## src/rtl/frame_payload_src.sv

```systemverilog
// frame_payload_src
//   Upstream payload source for the DAQ optical frame processor. Waits for a
//   complete event in a first-word-fall-through FIFO, raises VALID to request
//   a frame and waits for TX_ACK. It then streams a header word
//   {HDR_TAG, SEQ} followed by the event payload on TXD, one word per clock.
//   A frame is cut at MAX_WORDS payload words, and the rest of the event is
//   drained. If the FIFO runs dry mid-payload, the frame is closed with a
//   0xDEAD filler word. VALID then stays low for at least IFG_CYCLES before
//   the next request.
//
// Ports
//   CLK, RST_B          clock, asynchronous active-low reset
//   EVT_RDY             a complete event is present in the FIFO
//   FIFO_DOUT/LAST      FWFT head word and its end-of-event flag
//   FIFO_EMPTY          FIFO empty
//   FIFO_RDEN           pop the head word (combinational)
//   TX_ACK              start-of-frame pulse from the frame processor
//   VALID, TXD          registered frame request / data
//   SEQ                 sequence number carried by the next frame header
//   ERR_UNDERRUN        1-cycle pulse, FIFO ran empty mid-payload
//   ERR_TRUNC           1-cycle pulse, event longer than MAX_WORDS
//   ERR_TIMEOUT         1-cycle pulse, no TX_ACK within ACK_TIMEOUT cycles
//   SRC_STATE           current state encoding, for debug
module frame_payload_src #(
    parameter int         MAX_WORDS   = 1024,
    parameter int         IFG_CYCLES  = 16,
    parameter int         ACK_TIMEOUT = 64,
    parameter logic [3:0] HDR_TAG     = 4'hA
) (
    input  logic        CLK,
    input  logic        RST_B,
    input  logic        EVT_RDY,
    input  logic [15:0] FIFO_DOUT,
    input  logic        FIFO_LAST,
    input  logic        FIFO_EMPTY,
    output logic        FIFO_RDEN,
    input  logic        TX_ACK,
    output logic        VALID,
    output logic [15:0] TXD,
    output logic [11:0] SEQ,
    output logic        ERR_UNDERRUN,
    output logic        ERR_TRUNC,
    output logic        ERR_TIMEOUT,
    output logic [2:0]  SRC_STATE
);

    typedef enum logic [2:0] {
        ST_IDLE    = 3'd0,
        ST_REQ     = 3'd1,
        ST_HDR     = 3'd2,
        ST_PAYLOAD = 3'd3,
        ST_DRAIN   = 3'd4,
        ST_GAP     = 3'd5
    } state_t;

    localparam logic [11:0] LAST_WORD_IDX = 12'(MAX_WORDS - 1);
    localparam logic [15:0] ACK_LIMIT     = 16'(ACK_TIMEOUT - 1);
    localparam logic [15:0] GAP_LIMIT     = 16'(IFG_CYCLES);
    localparam logic [15:0] UNDERRUN_FILL = 16'hDEAD;

    state_t      state, state_nxt;
    logic        valid_nxt;
    logic [15:0] txd_nxt;
    logic [11:0] seq_nxt;
    logic        err_underrun_nxt, err_trunc_nxt, err_timeout_nxt;
    logic [11:0] wcnt, wcnt_nxt;
    logic [15:0] tcnt, tcnt_nxt;
    logic [15:0] gcnt, gcnt_nxt;

    assign SRC_STATE = state;

    always_comb begin
        state_nxt        = state;
        valid_nxt        = VALID;
        txd_nxt          = TXD;
        seq_nxt          = SEQ;
        err_underrun_nxt = 1'b0;
        err_trunc_nxt    = 1'b0;
        err_timeout_nxt  = 1'b0;
        wcnt_nxt         = wcnt;
        tcnt_nxt         = tcnt;
        gcnt_nxt         = gcnt;
        FIFO_RDEN        = 1'b0;

        case (state)
            ST_IDLE: begin
                valid_nxt = 1'b0;
                if (EVT_RDY && !FIFO_EMPTY) begin
                    state_nxt = ST_REQ;
                    valid_nxt = 1'b1;
                    txd_nxt   = 16'h0000;
                    tcnt_nxt  = 16'h0000;
                end
            end

            ST_REQ: begin
                valid_nxt = 1'b1;
                if (TX_ACK) begin
                    state_nxt = ST_HDR;
                    txd_nxt   = {HDR_TAG, SEQ};
                    wcnt_nxt  = 12'h000;
                end else if (tcnt == ACK_LIMIT) begin
                    // Abandon the request; the event stays in the FIFO for a retry.
                    state_nxt       = ST_GAP;
                    valid_nxt       = 1'b0;
                    err_timeout_nxt = 1'b1;
                    gcnt_nxt        = 16'h0000;
                end else begin
                    tcnt_nxt = tcnt + 16'd1;
                end
            end

            // The header is on TXD during HDR, so the first payload word is
            // popped in the same cycle. This keeps header and payload on
            // consecutive clocks.
            ST_HDR, ST_PAYLOAD: begin
                state_nxt = ST_PAYLOAD;
                if (FIFO_EMPTY) begin
                    state_nxt        = ST_DRAIN;
                    txd_nxt          = UNDERRUN_FILL;
                    err_underrun_nxt = 1'b1;
                    seq_nxt          = SEQ + 12'd1;
                end else begin
                    FIFO_RDEN = 1'b1;
                    txd_nxt   = FIFO_DOUT;
                    wcnt_nxt  = wcnt + 12'd1;
                    // LAST takes priority, so an event of exactly MAX_WORDS is a normal end.
                    if (FIFO_LAST) begin
                        state_nxt = ST_GAP;
                        seq_nxt   = SEQ + 12'd1;
                        gcnt_nxt  = 16'h0000;
                    end else if (wcnt == LAST_WORD_IDX) begin
                        state_nxt     = ST_DRAIN;
                        err_trunc_nxt = 1'b1;
                        seq_nxt       = SEQ + 12'd1;
                    end
                end
            end

            // VALID is dropped one cycle after the final word was placed on TXD.
            ST_DRAIN: begin
                valid_nxt = 1'b0;
                if (!FIFO_EMPTY) begin
                    FIFO_RDEN = 1'b1;
                    if (FIFO_LAST) begin
                        state_nxt = ST_GAP;
                        gcnt_nxt  = 16'h0000;
                    end
                end
            end

            ST_GAP: begin
                valid_nxt = 1'b0;
                if (gcnt == GAP_LIMIT) begin
                    state_nxt = ST_IDLE;
                end else begin
                    gcnt_nxt = gcnt + 16'd1;
                end
            end

            default: begin
                state_nxt = ST_IDLE;
                valid_nxt = 1'b0;
            end
        endcase
    end

    // Register stage: state, outputs and counters.
    always_ff @(posedge CLK or negedge RST_B) begin
        if (!RST_B) begin
            state        <= ST_IDLE;
            VALID        <= 1'b0;
            TXD          <= 16'h0000;
            SEQ          <= 12'h000;
            ERR_UNDERRUN <= 1'b0;
            ERR_TRUNC    <= 1'b0;
            ERR_TIMEOUT  <= 1'b0;
            wcnt         <= 12'h000;
            tcnt         <= 16'h0000;
            gcnt         <= 16'h0000;
        end else begin
            state        <= state_nxt;
            VALID        <= valid_nxt;
            TXD          <= txd_nxt;
            SEQ          <= seq_nxt;
            ERR_UNDERRUN <= err_underrun_nxt;
            ERR_TRUNC    <= err_trunc_nxt;
            ERR_TIMEOUT  <= err_timeout_nxt;
            wcnt         <= wcnt_nxt;
            tcnt         <= tcnt_nxt;
            gcnt         <= gcnt_nxt;
        end
    end

endmodule
```

## config.mk

```make
export PLATFORM = sky130hd
export DESIGN_NAME = frame_payload_src
export DESIGN_NICKNAME = d
export VERILOG_FILES = /design/src/rtl/frame_payload_src.sv
export SDC_FILE = /design/constraint.sdc
export NUM_CORES = 1
export LEC_CHECK = 0
export ABC_AREA = 0
export BUFFER_PORTS_ARGS = -buffer_cell sky130_fd_sc_hd__clkbuf_2
export CORE_ASPECT_RATIO = 1.1
export CORE_UTILIZATION = 52
export DETAILED_ROUTE_END_ITERATION = 12
export PLACE_DENSITY = 0.76
export SLEW_MARGIN = 15
export SYNTH_ARGS = -nofsm -noshare
export SYNTH_HDL_FRONTEND = slang
export SYNTH_SLANG_ARGS = --single-unit
```

## constraint.sdc

```tcl
create_clock -name CLK -period 1.6 [get_ports CLK]
set_input_delay 0.24 -clock CLK [delete_from_list [all_inputs] [get_ports CLK]]
set_output_delay 0.24 -clock CLK [all_outputs]
set_load 0.005 [all_outputs]
```

* After elaboration in Yosys (flattened, before gate mapping)
Index checks and enable logic that the tools add are counted.
** Storage, ports and cells
- Register bits :: 79
- Latch bits :: 0
- Bits in writable memories :: 0
- Memory bits (read-only) :: 0
- Output and inout bits :: 36
- Memories :: 0
** Cells by class
- $add $sub $neg :: 4
- Multipliers :: 0
- Divide/modulo/power cells :: 0
- Order comparisons :: 0
- Equality and inequality tests :: 21
- Shift-type cells :: 0
- Muxes and demuxes :: 44
- Bitwise gates (word level) :: 0
- Reduce and logical (&&, ||, !) cells :: 16
** Operators by type and width (count)
- 2-to-1 mux 16 bit :: 10
- case mux 16 bit (3 select lines) :: 2
- 2-to-1 mux 12 bit :: 5
- adder 16 x 1 -> 16 bit, second input constant :: 2
- case mux 16 bit (2 select lines) :: 1
- 2-to-1 mux 3 bit :: 9
- adder 12 x 1 -> 12 bit, second input constant :: 2
- case mux 12 bit (2 select lines) :: 1
- inequality test 2 bit, second input constant :: 11
- == test 16 x 5 -> 1 bit, second input constant :: 1
- == test 16 x 6 -> 1 bit, second input constant :: 1
- case mux 3 bit (5 select lines) :: 1
- 2-to-1 mux 1 bit :: 14
- == test 12 x 10 -> 1 bit, second input constant :: 1
- nonzero test 3 bit :: 3
- == test 3 x 2 -> 1 bit, second input constant :: 2
- == test 3 bit, second input constant :: 2
- AND reduction 3 bit :: 2
- AND reduction 6 bit :: 1
- AND reduction 5 bit :: 1
- AND reduction 4 bit :: 1
- nonzero test 2 bit :: 2
- == test 3 x 1 -> 1 bit, second input constant :: 1
- logical NOT 3 bit :: 1
- 8 further kinds :: 8

* Longest topological paths before layout
- Depth after elaboration :: 5
- Gate-level depth with buffers :: 8

* Worst setup path before layout
No wires, ideal clock.
- Path kind :: reg2reg
- Start :: register wcnt[0]
- End :: register state[2], in the netlist SRC_STATE[2]
- Arrival time :: 1679 ps
- Data required time :: 1474 ps
- Path slack :: -205 ps
- Stages on the path, launching flop included :: 7
- Path buffers :: 0
- Cell sequence :: dfrtp_1 ha_1 nand3_1 nor4b_4 o31ai_2 o21ai_0 a221o_1
** Between the ends
- Longest elaborated chain between the ends :: 5
** RTL lines
- start: declaration :: RTL line 66 : logic [11:0] wcnt, wcnt_nxt;
- start signal: assignment :: RTL line 189 : wcnt <= wcnt_nxt;
- == test 12 x 10 -> 1 bit :: RTL line 132 : end else if (wcnt == LAST_WORD_IDX) begin
- 2-to-1 mux 3 bit :: RTL line 132
- 2-to-1 mux 3 bit :: RTL line 128 : if (FIFO_LAST) begin
- 2-to-1 mux 3 bit :: RTL line 118 : if (FIFO_EMPTY) begin
- case mux 3 bit (5 select lines) :: RTL line 85 : case (state)
- end signal: assignment :: RTL line 182 : state <= state_nxt;
- end: declaration :: RTL line 61 : state_t state, state_nxt;
No other way between the ends.
A chain may end at the register's enable or synchronous reset.

* Final worst setup path
- Start :: register state[1], in the netlist SRC_STATE[1]
- End :: register tcnt[13]
** Between the ends
- Longest elaborated chain between the ends :: 3
- Elaborated cells on any way between the ends :: 8
** RTL lines
- == test 3 x 1 -> 1 bit / logical NOT 3 bit (equally long branches) :: RTL line 85
- inequality test 2 bit (no line) / nonzero test 2 bit (equally long branches)
- AND reduction 4 bit (no line)
- end signal: assignment :: RTL line 190 : tcnt <= tcnt_nxt;
- end: declaration :: RTL line 67 : logic [15:0] tcnt, tcnt_nxt;
Parallel ways exist; a longest one is shown, timed or not.

==> reports/qor.yml <==
run_status:
  status: "finished, violations left"
  violations: "negative setup slack"
setup_path:
  worst_path_max_delay_cell: "dfrtp_2"
  crit_path_end_kind: "flop"
  criticalPathCategory: "flop to flop"
  crit_fanout: 5
  worst_setup_path_start_kind: "flop"
  worstPathRequired_ps: 1880
  max_stage_delay_ps: 510
  cp_cell_sequence: "nor4b_4 > nand3_2 > or4_1 > a21oi_1"
  arrival_ps: 2240
synthesis:
  synth_nets: 467
  ys.flop_type: "dfrtp_1"
  synth_edf_count: 0
  synth_compound_area_share_pct: 13.49
  synth_top_area_share_pct: 47.36
  synth_warnings: 0
  synthCells: 440
  synth_area_mm2: 0.004174
  syn_area_per_cell_um2: 9.486
  yosysTopAreaCell: "dfrtp_1"
  synth_mux_area_share_pct: 0.7194
  synth_area_leaders: "dfrtp_1 47%, nor2_1 4.9%, nand2_1 4.5%"
  synth-xor-area-share_pct: 6.295
  async_flop_share_pct: 100.0
  netlist-cell-type-count: 59
  ys_ff_latch: 79
  yosysSeqAreaShare_pct: 47.36
  synth_top_family_by_area: "simple AND/OR/NAND/NOR gates"
  synthAdderAreaFrac_pct: 1.499
  yosys.area_share.simple_pct: 27.19
drt:
  first_pass_iters: 5
  drc: 0
  drt-met1-wl_mm: 5.663
  routed_via_density: 6.224
  wl_met2_mm: 7.483
  num_vias: 4525
  met3_length_mm: 1.181
  antenna_left: 0
  top_layer: "met4"
  wl_mm: 15.04
  first_iter_violations: 353
  wire_per_inst_um: 20.69
floorplan:
  die_h_um: 95.97
  die_x_um: 87.43
  coreArea_mm2: 0.007597
  rows: 33
  die_area_mm2: 0.008390
  initial_core_util_pct: 54.94
  io_pins: 58
pwr:
  total_power_mw: 9.224
  p_leak_nw: 3.078
  ir_drop_uv: 641.2
  p_per_area_mw_per_mm2: 1463
cts:
  cts.path.max_buffers: 2
  cts-root-buf: "clkbuf_8"
  numCtsBuffers: 9
  clk_pin_slew_ps: 80
  cts_tree: "done"
  htreeDepth: 3
  clk_latency_ps: 370
  cts.sink_count: 79
grt:
  grt_pass1_wl_mm: 20.19
  first_global_vias: 4168
  antenna_found_initial: 0
  grt.total_usage_pct: 31.94
  grt_max_degree: 35
  grt-ovfl-total: 0
timing:
  setup_viol: 76
  finalCriticalPeriod_ps: 1956
  rsz0062_at_grt: "yes"
  slew_headroom_pct: 72.66
  slew_viol_final: 0
  finalHoldViolCount: 0
  worst_slew_pin_slew_ps: 408.3
  skew_ps: 9.432
  fin_crit_sh_pct: 122.3
  finalWorstSetupSlack_ps: -356.1
  fmax_mhz: 511.2
  hold_ws_ps: 114.0
min_path:
  hp-class: "primary input to flop"
placement:
  gp_congestion: 0.8861
  dp_cells: 678
  port_buffers: 57
  dp_hpwl_mm: 8.064
  dpl_worst_slack_ps: -249.7
final_layout:
  final_net_count: 644
  diodes: 0
  multi_input_area_mm2: 0.002606
  fin_util_pct: 82.97
  layout.cells.non_filler: 727
  fillers: 425
  areaGrowthSynthToFinish_pct: 51.02
  layout-drive-gt1-share_pct: 47.11
  regArea_mm2: 0.001982
job:
  cap_violations: 0
[final cells by class]
| cell class | instances | share of cell area (%) |
|---|---|---|
| sequential | 79 | 31.44 |
| inverter | 10 | 0.5955 |
| clock inverter | 6 | 0.5955 |
| timing repair buffer | 184 | 21.91 |
| tap | 105 | 2.084 |
| clock buffer | 10 | 2.025 |
| multi-input combinational | 333 | 41.35 |
[synthesized netlist by cell type (2+ instances only)]
master / number
nor3_2: 2
a221oi_1: 5
a21o_1: 2
clkbuf_1: 8
nor2_1: 54
xnor2_1: 11
o31ai_1: 2
inv_1: 10
buf_2: 6
dfrtp_1: 79
o21ai_0: 23
nand3_1: 23
nand2_1: 50
nand2b_1: 4
xor2_1: 19
buf_6: 3
and2_1: 6
a211o_1: 4
nand3b_1: 2
a221o_1: 4
and4_1: 6
and3_1: 12
a21oi_1: 11
ha_1: 5
mux2i_1: 3
nor3_1: 11
nor4_1: 4
nor3b_1: 3
o211ai_1: 2
nand4_1: 15
o21a_1: 2
nor4b_4: 2
nor2b_1: 4
nand4_2: 2
a31oi_1: 14
a211oi_2: 2
or4_1: 3
[routing by layer]
metal  vias to the layer above  GRT usage, %
li1                       1945             -
met1                      2228         38.28
met2                       283         55.79
met3                        69         4.460
met4                         0         16.94
met5                         -             0
[path summary, 6_finish.rpt]
check | startpoint | end | slack [ps] | cells past startpoint
min reg2reg | TXD[14] | TXD[14] | 480 | 2
min in group asynchronous | RST_B | TXD[8] | 320 | 2
max | SRC_STATE[1] | tcnt[13] | -360 | 4
max reg2reg | SRC_STATE[1] | tcnt[13] | -360 | 4
max in group asynchronous | RST_B | gcnt[1] | 720 | 3
min | FIFO_DOUT[14] | TXD[14] | 110 | 3
[sequential cells by signal, summed over array words and instances, names as in the netlist]
signal and flops:
TXD 16, gcnt 16, tcnt 16, SEQ 12
wcnt 12, SRC_STATE 3, ERR_TIMEOUT 1, ERR_TRUNC 1
ERR_UNDERRUN 1, VALID 1
[power breakdown]
part	internal (mW)	total [mW]	switching (mW)
Sequential	2.45	2.96	0.507
Clock	0.556	1.36	0.808
Combinational	2.37	4.90	2.53
[layout by cell type (no fill, tap or decap), types with 5 or more instances in the layout]
master and n:
buf_4 104, dfrtp_1 75, clkbuf_2 55, nor2_1 50, nand2_1 41, xor2_1 18, o21ai_0 16, buf_6 16
nand4_1 15, a31oi_1 14, nand3_1 13, inv_1 9, and3_1 9, clkbuf_8 9, xnor2_1 8, nor3_4 6
nand3_2 6, and4_1 5, a21oi_1 5, a21oi_2 5, nand2_2 5, nor3_1 5, buf_12 5
[repair_timing]
action | in CTS | in global routing
hold buffers | 1 | 0
resized for setup | 64 | 58
pin swaps | 41 | 36
hold endpoints to repair | 21 | 0
setup buffers | 26 | 6
gates cloned | 1 | 0
endpoints found under the setup margin | 65 | 78
[cell families (layout without fill, tap and decap cells)]
group	Yosys count	in the layout
simple gates	212	212
flops	79	79
xor+xnor	30	30
compound gates	82	83
mux	3	3
buf+inv	29	210
fa+ha+maj	5	5
[per-stage QoR]
stage / cell area (um^2) / setup TNS, ps
floorplan: 4267 / -497.5
global placement: 5321 / -3312
detailed placement: 5321 / -5602
CTS: 5993 / -4477
global route: 6304 / -16450
finish: 6304 / -11950
[worst max-delay path: cells and delay by family (launching register included)]
| kind | cells | cell delay, ps |
|---|---|---|
| DFF | 1 | 510 |
| AOI/OAI and AO/OA | 1 | 180 |
| and+or+nand+nor | 3 | 1180 |
(Power assumes the default switching activity.)
